$ cat config.mk
export PLATFORM = sky130hd
export DESIGN_NAME = sumador
export DESIGN_NICKNAME = d
export VERILOG_FILES = /design/src/rtl/sumador.sv
export SDC_FILE = /design/constraint.sdc
export NUM_CORES = 1
export LEC_CHECK = 0
export ABC_CLOCK_PERIOD_IN_PS = 1900
export CAP_MARGIN = 0
export CORE_ASPECT_RATIO = 1.4
export CORE_MARGIN = 1.5
export CORE_UTILIZATION = 25
export DETAILED_ROUTE_END_ITERATION = 8
export SETUP_SLACK_MARGIN = 0.5
export SLEW_MARGIN = 20
export SYNTH_ARGS = -nofsm -noshare
export SYNTH_HDL_FRONTEND = slang
export SYNTH_SLANG_ARGS = --single-unit
$ cat constraint.sdc
create_clock -name clk -period 1.9 [get_ports clk]
set_input_delay 0.19 -clock clk [delete_from_list [all_inputs] [get_ports clk]]
set_output_delay 0.19 -clock clk [all_outputs]
set_load 0.005 [all_outputs]
$ cat src/rtl/sumador.sv
// Purpose: two-operand adder with button-driven entry. The parent owns the state register; this block returns next_st.
// Latency: operands are captured at the edge that sees a button rise; res follows the parent-registered state combinationally.
// Backpressure: none; a held button yields one rise only. The optional product display is enabled by SUMADOR_MULT_EN.
module sumador #(
   parameter int W_IN  = 3,
   parameter int W_OUT = 8   // must be >= 2*W_IN so the sum and product never overflow
) (
   input  logic             clk,
   input  logic             reset,
   input  logic [W_IN-1:0]  num1,
   input  logic [W_IN-1:0]  num2,
   input  logic [1:0]       curr_st,
   input  logic             enter1,
   input  logic             enter2,
   output logic [W_OUT-1:0] res,
   output logic [1:0]       next_st
);

   typedef enum logic [1:0] {
      ST_ENTER_A = 2'b00,
      ST_ENTER_B = 2'b01,
      ST_SHOW    = 2'b10,
      ST_PRODUCT = 2'b11   // reachable only when the product feature is built in
   } state_t;

   logic [W_IN-1:0] a_reg;
   logic [W_IN-1:0] b_reg;
   logic            e1_q;
   logic            e2_q;
   logic            rise1;
   logic            rise2;
   logic            a_load;
   logic            b_load;

   // A button is acted on only at the cycle its level goes from low to high.
   assign rise1 = enter1 & ~e1_q;
   assign rise2 = enter2 & ~e2_q;

   // Edge-detector history and operand latches; reset discards any partial entry.
   always_ff @(posedge clk) begin
      if (reset) begin
         a_reg <= '0;
         b_reg <= '0;
         e1_q  <= 1'b0;
         e2_q  <= 1'b0;
      end else begin
         e1_q <= enter1;
         e2_q <= enter2;
         if (a_load) a_reg <= num1;
         if (b_load) b_reg <= num2;
      end
   end

   // Next-state, operand-load strobes and display value from the parent's current state.
   always_comb begin
      next_st = curr_st;
      a_load  = 1'b0;
      b_load  = 1'b0;
      res     = '0;
      if (reset) begin
         next_st = ST_ENTER_A;
      end else begin
         case (curr_st)
            ST_ENTER_A: begin
               res = W_OUT'(num1);
               if (rise1) begin
                  a_load  = 1'b1;
                  next_st = ST_ENTER_B;
               end
            end
            ST_ENTER_B: begin
               res = W_OUT'(num2);
               if (rise2) begin
                  b_load  = 1'b1;
                  next_st = ST_SHOW;
               end
            end
            ST_SHOW: begin
               res = W_OUT'(a_reg) + W_OUT'(b_reg);
               // rise1 wins over rise2: starting a new entry takes priority.
               if (rise1) begin
                  a_load  = 1'b1;
                  next_st = ST_ENTER_B;
               end
`ifdef SUMADOR_MULT_EN
               else if (rise2) begin
                  next_st = ST_PRODUCT;
               end
`endif
            end
            default: begin
`ifdef SUMADOR_MULT_EN
               res = W_OUT'(a_reg) * W_OUT'(b_reg);
               if (rise1) begin
                  a_load  = 1'b1;
                  next_st = ST_ENTER_B;
               end else if (rise2) begin
                  next_st = ST_SHOW;
               end
`else
               // Illegal encoding without the product feature: recover to the start.
               next_st = ST_ENTER_A;
`endif
            end
         endcase
      end
   end

endmodule

==> impl_results.md <==
- Final design utilization: 39.22%
- Area leader, netlist: dfxtp_1
- RSZ-0062 raised after global routing: yes
- Post-CTS Hold Buffers: 0
- FF-to-FF setup slack: 0.79 ns
- Number of global-route vias before repair: 456
- Initial antenna violation count: 0
- Syn_area_per_cell: 9.119 µm²
- Net Sw Frac: 26.10%
- Final worst slack: -0.005814 ns
- Fmax: 524.7 MHz
- IO Count: 22
- Clock share of power: 32.0%
- CTS Root Cell: clkbuf_4
- Final setup viols: 1
- Main area contributors after synthesis: dfxtp_1 30%, mux2i_1 11%, ha_1 7.0%
- Final TNS setup: -0.005814 ns
- Max VDD drop: 292.0 µV
- Detailed-route DRC error count: 0
- CP endpoint kind: primary output
- Inst Count DP: 99
- WP data required: 1.71 ns
- Hold depth: 2
- Via count: 462
- Fin. Hold Viols: 0
- Core Rows: 19
- Final nets: 99
- Cell Int Power: 0.3037 mW
- WS Path Type: reg -> out
- Die area: 0.002443 mm²
- Combinational share of power: 24.0%
- Max_cap viols: 0
- Clock slew seen by the registers of the worst setup and hold paths: 0.06 ns
- Tmin final: 1.906 ns
- Starting DRT DRC Count: 8
- First-pass GRT wire length: 2.014 mm
- Final ANT Viol Nets: 0
- DRT Pass-1 Iters: 4
- Crit-path max FO: 2
- CTS tree: built
- TritonCTS Sinks: 8
- Hold Crit Class: in -> reg
- Pwr/cell area: 524.7 mW/mm²
- Mapped Cells: 59
- Detail Placement HPWL: 945.7 µm
- Fin Clk Skew: 0.0008765 ns
- CP Launch Point: b_reg[0]
- Layout area overhead: 45.58%
- Clock latency on the worst-skew pair: 0.25 ns
- Routability cong.: 0.7687
- Synth Register Bits: 8
- Die Wd: 42.21 µm
- Sw Pwr: 0.1073 mW
- Final Non-Filler Cells: 102
- Count of warnings emitted by yosys: 0
- GRT Overall Usage: 11.12%
- Pin count of the biggest net entering global routing: 14
- Most frequent cells in the layout: 9 x nor2_1, 7 x clkdlybuf4s50_1, 6 x mux2i_1, 6 x buf_2
- Commonest non-fill, non-tap cell in the layout: nor2_1
- R2R cell count: 4
- Detail-routed via count per cell: 4.529
- Core ar.: 0.001997 mm²
- Register share of total power: 43.9%
- Layout cell share with drive strength beyond 1: 41.98%
- Total grt overflow: 0
- Status: finished with violations
- Register area share after synthesis: 29.77%
- Final period util: 100.3%
- Chip height: 57.89 µm
- Final Instance Area: 783.3 µm²
- Post-DR wirelength/cell: 12.19 µm
- Area after DPL: 769.5 µm²
- Design Power: 0.4110 mW
- Critical Path Source Type: register
- Clock buffer depth: 2
- CP arrival: 1.72 ns
- Count of final max-slew check failures: 0
- I/O Buffers: 17
- Post-Synthesis Cell Area: 538.0 µm²
- Netlist cell types: 23
- Final wirelength: 1.243 mm
- Reg2reg start: e2_q
- Post-synth top area share: 29.77%
- P_leak: 0.3489 nW
- Initial Utilization: 26.94%
- CTS Buf Count: 3
- Failing checks: negative setup slack
- Hold_sp: enter1
- Ant diodes: 0
- Max H-tree Level: 1
power by group through the flow:
stage	registers, mW	clock network (mW)	logic [mW]
after CTS	0.181	0.137	0.100
after global routing	0.182	0.147	0.108
after detailed placement	0.185	0	0.102
after floorplan	0.184	0	0.0559
after global placement	0.184	0	0.103
final	0.181	0.132	0.0988
area by class of cell:
cell class                      instances  area (µm²)
Inverter                                1       3.754
Multi-Input combinational cell         47       386.6
Clock buffer                            3       22.52
Sequential cell                         8       168.9
Fill cell                             227        1214
Timing Repair Buffer                   22       175.2
Tap cell                               21       26.28
synth_stat cells, drive strengths merged:
| master | instances |
|---|---|
| a211o | 1 |
| a21o | 1 |
| a21oi | 5 |
| a31oi | 1 |
| and2b | 1 |
| and4bb | 1 |
| buf | 5 |
| clkbuf | 1 |
| conb | 1 |
| dfxtp | 8 |
| fa | 1 |
| ha | 3 |
| inv | 1 |
| mux2 | 2 |
| mux2i | 6 |
| nand2 | 5 |
| nand2b | 2 |
| nor2 | 9 |
| nor2b | 2 |
| nor3b | 1 |
| nor4b | 1 |
| xnor2 | 1 |
critical path, stage by stage, from the launching register on:
cell     delay [ns]
dfxtp_2        0.33
ha_4           0.16
fa_2           0.33
xnor2_1        0.13
a211o_1        0.27
a21oi_2        0.13
buf_2          0.12
cell families (layout without fill, tap and decap cells):
| family | Yosys count | after routing | synth area share [%] |
|---|---|---|---|
| AO/OA/AOI/OAI | 8 | 8 | 8.838 |
| XOR/XNOR | 1 | 1 | 1.628 |
| adder cells (fa/ha/maj) | 4 | 4 | 10.70 |
| buffers and inverters | 7 | 26 | 9.069 |
| flip-flops | 8 | 8 | 29.77 |
| multiplexers | 8 | 8 | 15.35 |
| other | 1 | 4 | 0.6970 |
| AND/OR/NAND/NOR | 22 | 22 | 23.95 |
worst paths after layout:
check	end
worst max register to register	b_reg[1]
worst min-delay path	e1_q
worst max-delay path	res[2]
worst min register to register	a_reg[2]
repair_timing:
| action | CTS | global route |
|---|---|---|
| pin swaps | 5 | 3 |
| endpoints found under the hold margin | 0 | 0 |
| gates resized for setup | 35 | 7 |
| cloned | 0 | 0 |
| setup buffers | 0 | 0 |
| endpoints found under the setup margin | 6 | 6 |
through the flow:
step	worst slack (ns)	hold slack (ns)
after floorplan	0.3962	0.2616
after global placement	-0.1480	0.4864
after detailed placement	-0.1326	0.4960
after CTS	-0.01627	0.3370
after global routing	-0.07672	0.3755
final	-0.005814	0.3517
per-layer routing:
| layer | global-route usage [%] | up-vias | part of all wire (%) |
|---|---|---|---|
| li1 | - | 238 | - |
| met1 | 14.04 | 207 | 43 |
| met2 | 16.26 | 15 | 50 |
| met3 | 3.738 | 2 | 6.4 |
| met4 | 6.696 | 0 | 1.1 |
| met5 | 0 | - | 0 |
Power figures use the tool's default switching activity.
